--- src/rtl/alu_operand_stage.sv ---
// alu_operand_stage: ID->EX stage that decodes a MIPS-I integer instruction and its GPR reads into ALU {aluc, a, b}.
// Latency: exactly one cycle from an accepted input to out_valid; a single registered slot, no bypass.
// Backpressure: in_ready = !out_valid | out_ready; while out_valid & !out_ready every out_* holds and no input is taken.
//
// Ports:
//   clk, rst                 rising-edge clock, asynchronous active-high reset
//   in_valid / in_ready      input handshake for instr, rs_data, rt_data
//   instr, rs_data, rt_data  instruction word and GPR[rs] / GPR[rt] read data
//   flush                    drops the held result and any incoming instruction
//   out_valid / out_ready    output handshake toward the ALU/EX stage
//   out_aluc, out_a, out_b   ALU opcode and operands (a = shift amount for shifts)
//   out_rd, out_wen          destination register and writeback enable
//   out_ovf_trap             signed-overflow trap enable (add, sub, addi)
//   out_illegal              decoded word is not a supported opcode/funct
//   illegal_seen             sticky flag: an illegal instruction was accepted since reset
module alu_operand_stage #(
  parameter int DW  = 32,
  parameter int RAW = 5
) (
  input  logic           clk,
  input  logic           rst,
  input  logic           in_valid,
  output logic           in_ready,
  input  logic [31:0]    instr,
  input  logic [DW-1:0]  rs_data,
  input  logic [DW-1:0]  rt_data,
  input  logic           flush,
  output logic           out_valid,
  input  logic           out_ready,
  output logic [3:0]     out_aluc,
  output logic [DW-1:0]  out_a,
  output logic [DW-1:0]  out_b,
  output logic [RAW-1:0] out_rd,
  output logic           out_wen,
  output logic           out_ovf_trap,
  output logic           out_illegal,
  output logic           illegal_seen
);

  // ALU opcode encoding
  localparam logic [3:0] ALU_ADDU = 4'b0000;
  localparam logic [3:0] ALU_SUBU = 4'b0001;
  localparam logic [3:0] ALU_ADD  = 4'b0010;
  localparam logic [3:0] ALU_SUB  = 4'b0011;
  localparam logic [3:0] ALU_AND  = 4'b0100;
  localparam logic [3:0] ALU_OR   = 4'b0101;
  localparam logic [3:0] ALU_XOR  = 4'b0110;
  localparam logic [3:0] ALU_NOR  = 4'b0111;
  localparam logic [3:0] ALU_LUI  = 4'b1000;
  localparam logic [3:0] ALU_SLTU = 4'b1010;
  localparam logic [3:0] ALU_SLT  = 4'b1011;
  localparam logic [3:0] ALU_SRA  = 4'b1100;
  localparam logic [3:0] ALU_SRL  = 4'b1101;
  localparam logic [3:0] ALU_SLL  = 4'b1110;

  // Primary opcodes
  localparam logic [5:0] OP_RTYPE = 6'h00;
  localparam logic [5:0] OP_ADDI  = 6'h08;
  localparam logic [5:0] OP_ADDIU = 6'h09;
  localparam logic [5:0] OP_SLTI  = 6'h0A;
  localparam logic [5:0] OP_SLTIU = 6'h0B;
  localparam logic [5:0] OP_ANDI  = 6'h0C;
  localparam logic [5:0] OP_ORI   = 6'h0D;
  localparam logic [5:0] OP_XORI  = 6'h0E;
  localparam logic [5:0] OP_LUI   = 6'h0F;

  // R-type funct codes
  localparam logic [5:0] FN_SLL  = 6'h00;
  localparam logic [5:0] FN_SRL  = 6'h02;
  localparam logic [5:0] FN_SRA  = 6'h03;
  localparam logic [5:0] FN_SLLV = 6'h04;
  localparam logic [5:0] FN_SRLV = 6'h06;
  localparam logic [5:0] FN_SRAV = 6'h07;
  localparam logic [5:0] FN_ADD  = 6'h20;
  localparam logic [5:0] FN_ADDU = 6'h21;
  localparam logic [5:0] FN_SUB  = 6'h22;
  localparam logic [5:0] FN_SUBU = 6'h23;
  localparam logic [5:0] FN_AND  = 6'h24;
  localparam logic [5:0] FN_OR   = 6'h25;
  localparam logic [5:0] FN_XOR  = 6'h26;
  localparam logic [5:0] FN_NOR  = 6'h27;
  localparam logic [5:0] FN_SLT  = 6'h2A;
  localparam logic [5:0] FN_SLTU = 6'h2B;

  // One decoded instruction, the contents of the output slot
  typedef struct packed {
    logic [3:0]     aluc;
    logic [DW-1:0]  a;
    logic [DW-1:0]  b;
    logic [RAW-1:0] rd;
    logic           wen;
    logic           ovf_trap;
    logic           illegal;
  } dec_t;

  logic [5:0]    op;
  logic [5:0]    fn;
  logic [15:0]   imm;
  logic [DW-1:0] imm_sext;
  logic [DW-1:0] imm_zext;
  logic [DW-1:0] shamt_imm;
  logic [DW-1:0] shamt_reg;
  logic          legal;
  dec_t          dec;
  dec_t          slot;
  logic          slot_vld;
  logic          seen;
  logic          accept;

  // The rs index field is not needed: the register file read already arrived on rs_data.
  logic rs_field_unused;
  assign rs_field_unused = ^instr[25:21];

  assign op        = instr[31:26];
  assign fn        = instr[5:0];
  assign imm       = instr[15:0];
  assign imm_sext  = {{(DW-16){imm[15]}}, imm};
  assign imm_zext  = {{(DW-16){1'b0}}, imm};
  assign shamt_imm = {{(DW-5){1'b0}}, instr[10:6]};
  // Variable shifts only honour the low five bits of GPR[rs].
  assign shamt_reg = {{(DW-5){1'b0}}, rs_data[4:0]};

  always_comb begin
    dec   = '0;
    legal = 1'b0;
    if (op == OP_RTYPE) begin
      legal  = 1'b1;
      dec.a  = rs_data;
      dec.b  = rt_data;
      dec.rd = instr[15:11];
      case (fn)
        FN_ADD:  begin dec.aluc = ALU_ADD; dec.ovf_trap = 1'b1; end
        FN_ADDU: dec.aluc = ALU_ADDU;
        FN_SUB:  begin dec.aluc = ALU_SUB; dec.ovf_trap = 1'b1; end
        FN_SUBU: dec.aluc = ALU_SUBU;
        FN_AND:  dec.aluc = ALU_AND;
        FN_OR:   dec.aluc = ALU_OR;
        FN_XOR:  dec.aluc = ALU_XOR;
        FN_NOR:  dec.aluc = ALU_NOR;
        FN_SLT:  dec.aluc = ALU_SLT;
        FN_SLTU: dec.aluc = ALU_SLTU;
        FN_SLL:  begin dec.aluc = ALU_SLL; dec.a = shamt_imm; end
        FN_SRL:  begin dec.aluc = ALU_SRL; dec.a = shamt_imm; end
        FN_SRA:  begin dec.aluc = ALU_SRA; dec.a = shamt_imm; end
        FN_SLLV: begin dec.aluc = ALU_SLL; dec.a = shamt_reg; end
        FN_SRLV: begin dec.aluc = ALU_SRL; dec.a = shamt_reg; end
        FN_SRAV: begin dec.aluc = ALU_SRA; dec.a = shamt_reg; end
        default: legal = 1'b0;
      endcase
    end else begin
      legal  = 1'b1;
      dec.a  = rs_data;
      dec.rd = instr[20:16];
      case (op)
        OP_ADDI:  begin dec.aluc = ALU_ADD; dec.b = imm_sext; dec.ovf_trap = 1'b1; end
        OP_ADDIU: begin dec.aluc = ALU_ADDU; dec.b = imm_sext; end
        OP_SLTI:  begin dec.aluc = ALU_SLT;  dec.b = imm_sext; end
        OP_SLTIU: begin dec.aluc = ALU_SLTU; dec.b = imm_sext; end
        OP_ANDI:  begin dec.aluc = ALU_AND;  dec.b = imm_zext; end
        OP_ORI:   begin dec.aluc = ALU_OR;   dec.b = imm_zext; end
        OP_XORI:  begin dec.aluc = ALU_XOR;  dec.b = imm_zext; end
        // The ALU does the <<16 itself, so b carries the raw immediate.
        OP_LUI:   begin dec.aluc = ALU_LUI;  dec.a = '0; dec.b = imm_zext; end
        default:  legal = 1'b0;
      endcase
    end

    if (legal) begin
      dec.wen = (dec.rd != '0);
    end else begin
      dec         = '0;
      dec.illegal = 1'b1;
    end
  end

  assign in_ready = !slot_vld || out_ready;
  assign accept   = in_valid && in_ready && !flush;

  always_ff @(posedge clk or posedge rst) begin
    if (rst) begin
      slot_vld <= 1'b0;
      slot     <= '0;
      seen     <= 1'b0;
    end else if (flush) begin
      slot_vld <= 1'b0;
    end else if (accept) begin
      slot_vld <= 1'b1;
      slot     <= dec;
      seen     <= seen | dec.illegal;
    end else if (out_ready) begin
      // Drained with nothing behind it; payload is left as-is.
      slot_vld <= 1'b0;
    end
  end

  assign out_valid    = slot_vld;
  assign out_aluc     = slot.aluc;
  assign out_a        = slot.a;
  assign out_b        = slot.b;
  assign out_rd       = slot.rd;
  assign out_wen      = slot.wen;
  assign out_ovf_trap = slot.ovf_trap;
  assign out_illegal  = slot.illegal;
  assign illegal_seen = seen;

endmodule

--- config.mk ---
export PLATFORM = sky130hd
export DESIGN_NAME = alu_operand_stage
export DESIGN_NICKNAME = d
export VERILOG_FILES = /design/src/rtl/alu_operand_stage.sv
export SDC_FILE = /design/constraint.sdc
export NUM_CORES = 1
export LEC_CHECK = 0
export CAP_MARGIN = 40
export CORE_UTILIZATION = 36
export DETAILED_ROUTE_END_ITERATION = 7
export GPL_TIMING_DRIVEN = 0
export HOLD_SLACK_MARGIN = 0.15
export PLACE_DENSITY = 0.76
export SLEW_MARGIN = 15
export SYNTH_ARGS = -nofsm -noshare
export SYNTH_HDL_FRONTEND = slang
export SYNTH_SLANG_ARGS = --single-unit
--- constraint.sdc ---
create_clock -name clk -period 2.05 [get_ports clk]
set_input_delay 0.205 -clock clk [delete_from_list [all_inputs] [get_ports clk]]
set_output_delay 0.205 -clock clk [all_outputs]
set_load 0.05 [all_outputs]
==> summary.md <==
| Metric | Value |
|---|---|
| Number of flops mapped to enable cells by yosys | `0` |
| Netlist Area Pre-Place | `3600 um^2` |
| Top post-synthesis cells by area | `dfrtp_1 (54%), mux2i_1 (7.2%), a22o_1 (6.6%)` |
| Core area | `9730 um^2` |
| Placed cell area | `5520 um^2` |
| Initial DRT Pass Iterations | `4` |
| Final Instance Count excl. Fillers | `666` |
| Starting Density | `0.370` |
| Met2 routed wirelength | `5800 um` |
| Worst hold path type | `input port to register` |
| Fraction of registers with async set/reset | `1.00` |
| Combinational family with the most area after synthesis | `compound AO/OA/AOI/OAI gates` |
| Source of the worst register-to-register timing path | `out_valid` |
| DIE WIDTH | `102 um` |
| Largest incremental delay on the critical path | `0.44 ns` |
| Net count after synthesis | `443` |
| Fraction of the yosys area taken by sequential cells | `0.542` |
| Synthesized-area fraction occupied by adder cells | `0` |
| Launching instance or port of the critical path | `instr[3]` |
| Post-synthesis mux area share | `0.0722` |
| Max Buffers Root-to-Sink | `2` |
| Antenna violation net count after detailed routing | `0` |
| Total length of routed wires | `11,600 um` |
| Maximum number of pins on one net before global-route repair | `28` |
| Ratio of final minimum period to clock period | `0.972` |
| Proportion of netlist area held by the largest area contributor | `0.542` |
| Layout Nets | `630` |
| First-pass GRT wire length | `17,900 um` |
| Post-layout minimum cycle time | `1.99 ns` |
| Peak ir drop on the vdd network | `0.000259 V` |
| Fraction of final layout cells with drive strength greater than 1 | `0.113` |
| Master of the slowest instance on the critical path | `clkdlybuf4s50_1` |
| Clk sink count | `78` |
| Boundary pin count | `180` |
| Worst hold margin | `0.188 ns` |
| Fraction of synthesized cell area in xor and xnor cells | `0` |
| Endpoints failing hold | `0` |
| TritonCTS buffer count | `9` |
| Avg Synthesized Cell Area | `10.5 um^2` |
| Inst Count DP | `647` |
| Global Route Usage Sum | `0.229` |
| Psw | `1.16 mW` |
| Layout Cell Area excl Fill | `5840 um^2` |
| Library cell occupying the most area in the post-synthesis netlist | `dfrtp_1` |
| Clock insertion delay at the later pin of the skew report | `0.36 ns` |
| Pins over their slew limit | `0` |
| Clock tree root driver cell | `clkbuf_8` |
| Via count normalized by instance count | `5.13` |
| Status | `completed` |
| Final RePlAce weighted congestion | `0.793` |
| Most frequent cells after synthesis | `dfrtp_1 (78), nand2_1 (49), o21ai_0 (31), a22o_1 (27), mux2i_1 (26)` |
| Area enclosed by the die boundary | `10,400 um^2` |
| Routed metal-1 wirelength | `4650 um` |
| Relative contribution of sequential cells to total power | `0.424` |
| Type of destination of the critical path | `register` |
| Share of total power consumed by net switching | `0.295` |
| Vias in the first global route | `3,418` |
| Part of the total power dissipated in combinational logic | `0.241` |
| Total grt overflow | `0` |
| Most frequent cell after synthesis | `dfrtp_1` |
| Die Span Y | `102 um` |
| Antenna violations before repair | `0` |
| Synth-to-Final Area Change | `61.9%` |
| FF-to-FF End | `out_b[19]` |
| Synthesized instance count | `342` |
| Post-detailed-route DRC marker count | `0` |
| Worst path most repeated cell | `buf_6` |
| Cell-by-cell trace of the critical path | `clkdlybuf4s50_1 -> buf_6 -> nand3b_1 -> a211oi_4 -> nor3_4 -> or4_1 -> buf_4 -> buf_6 -> o21ai_1` |
| H-tree Lvls | `3` |
| Clock network power share | `0.335` |
| Yosys synthesis warning count | `0` |
| Headroom to the max-slew limit | `0.573` |
| Post-route clock skew | `0.00530 ns` |
| CP Data Arrival Time | `2.28 ns` |
| Max Used Layer | `met4` |
| Main synth FF type | `dfrtp_1` |
| Sum of met3 wire segment lengths after detailed routing | `900 um` |
| Clk pin slew, worst setup/hold paths | `0.08 ns` |
| Count of input and output buffers | `170` |
| CP Data Required Time | `2.34 ns` |
| Fin util | `0.600` |
| Worst-path fanout max | `10` |
| Synthesis-stage register bit count | `78` |
| Via total after detailed routing | `3,419` |
| TritonCTS clock tree | `built` |
| Total number of placement rows | `36` |
| Compound-cell area share of the yosys netlist | `0.218` |
| Static Leak | `2.45 nW` |
| Yosys cell types | `44` |
| Register-to-register path setup slack | `0.06 ns` |
| Total power per unit cell area | `671 nW/um^2` |
| Worst r2r path cells | `7` |
| Average routed wire per standard cell | `17.4 um` |
| Upper clock frequency limit | `502 MHz` |
| Critical Setup Path Class | `input port to register` |
| Total of endpoints with negative setup slack in the final report | `0` |
| Count of inserted antenna diode cells | `0` |
| Max Cap Viol | `0` |
| Number of violations reported at the end of detailed-routing iteration 0 | `87` |
| Crit path capture | `out_b[19]` |
| Post-DP HPWL | `8880 um` |
| Kind of launch point of the worst setup path | `input port` |
| Total internal power | `2.76 mW` |
| Transition time at the pin with the least slew margin | `0.640 ns` |
| Area share of and/or/nand/nor cells after synthesis | `0.120` |
| Hold buffers post-CTS | `0` |
[how the worst min path moves through the flow]
| stage | from | to | slack, ns | cells after the start |
|---|---|---|---|---|
| 2_1_floorplan | flush | out_valid | 0.27 | 1 |
| 3_3_place_gp | illegal_seen | illegal_seen | 0.45 | 1 |
| 3_5_place_dp | illegal_seen | illegal_seen | 0.46 | 1 |
| 4_1_cts | instr[27] | out_ovf_trap | 0.17 | 4 |
| 5_1_grt | instr[27] | out_ovf_trap | 0.22 | 4 |
| 6_report | instr[27] | out_ovf_trap | 0.19 | 4 |
[power groups by stage]
stage	Clock (mW)	Sequential, mW	Combinational [mW]
3_3_place_gp	0	1.69	0.910
3_5_place_dp	0	1.69	0.933
5_1_grt	1.41	1.67	1.00
4_1_cts	1.33	1.66	0.938
2_1_floorplan	0	1.98	0.206
6_report	1.31	1.66	0.943
[cells in the final DEF (no fill, tap or decap), types with 3 or more instances in the layout]
cell type / instances
nand2b_1: 3
or4_1: 4
a21oi_1: 24
clkbuf_2: 7
buf_6: 6
o31ai_1: 3
o21ai_0: 18
clkbuf_8: 11
clkdlybuf4s50_1: 165
dfrtp_1: 77
nor2_1: 7
inv_1: 3
buf_4: 7
o21ai_1: 26
a22o_1: 27
dlygate4sd2_1: 3
nand2_1: 49
nor3_1: 5
clkbuf_1: 7
mux2i_1: 26
buf_2: 6
[layout make-up]
cell class / count / area (um^2)
Fill cell: 820 / 3890
Sequential cell: 78 / 1950
Timing Repair Buffer: 176 / 1770
Tap cell: 133 / 166
Clock buffer: 12 / 155
Clock inverter: 3 / 67.6
Buffer: 28 / 178
Multi-Input combinational cell: 231 / 1520
Inverter: 5 / 22.5
[worst max-delay path: cells and delay by family]
kind / cells / cell delay (ns)
AOI/OAI and AO/OA: 2 / 0.45
buffers and inverters: 4 / 0.91
and+or+nand+nor: 3 / 0.71
[timing repair]
item | 4_1_cts | 5_1_grt
pin swaps | 1 | 3
resized for setup | 12 | 32
buffers inserted | 1 | 3
setup endpoints to repair | 68 | 63
[metrics by stage]
stage,setup slack [ns],total power [mW],TNS (ns)
floorplan,0.00798,2.18,0
global placement,-0.479,2.60,-26.89
detailed placement,-0.556,2.62,-29.93
CTS,0.00474,3.93,0
global route,-0.0257,4.08,-0.153
finish,0.0573,3.91,0
[registers in the layout, indices dropped and copies added (netlist names)]
signal / count
out_valid: 1
out_b: 32
out_illegal: 1
out_a: 32
out_wen: 1
out_ovf_trap: 1
illegal_seen: 1
out_rd: 5
out_aluc: 4
[kinds of logic after synthesis]
kind of cell | Yosys count
multiplexers | 26
buffers and inverters | 33
flip-flops | 78
AO/OA/AOI/OAI | 118
AND/OR/NAND/NOR | 87
[metal layers]
layer  vias up  track usage
met3        17       0.0711
li1       1605            -
met5         -            0
met2       132        0.397
met1      1665        0.270
met4         0       0.0758
Power figures use the tool's default switching activity.
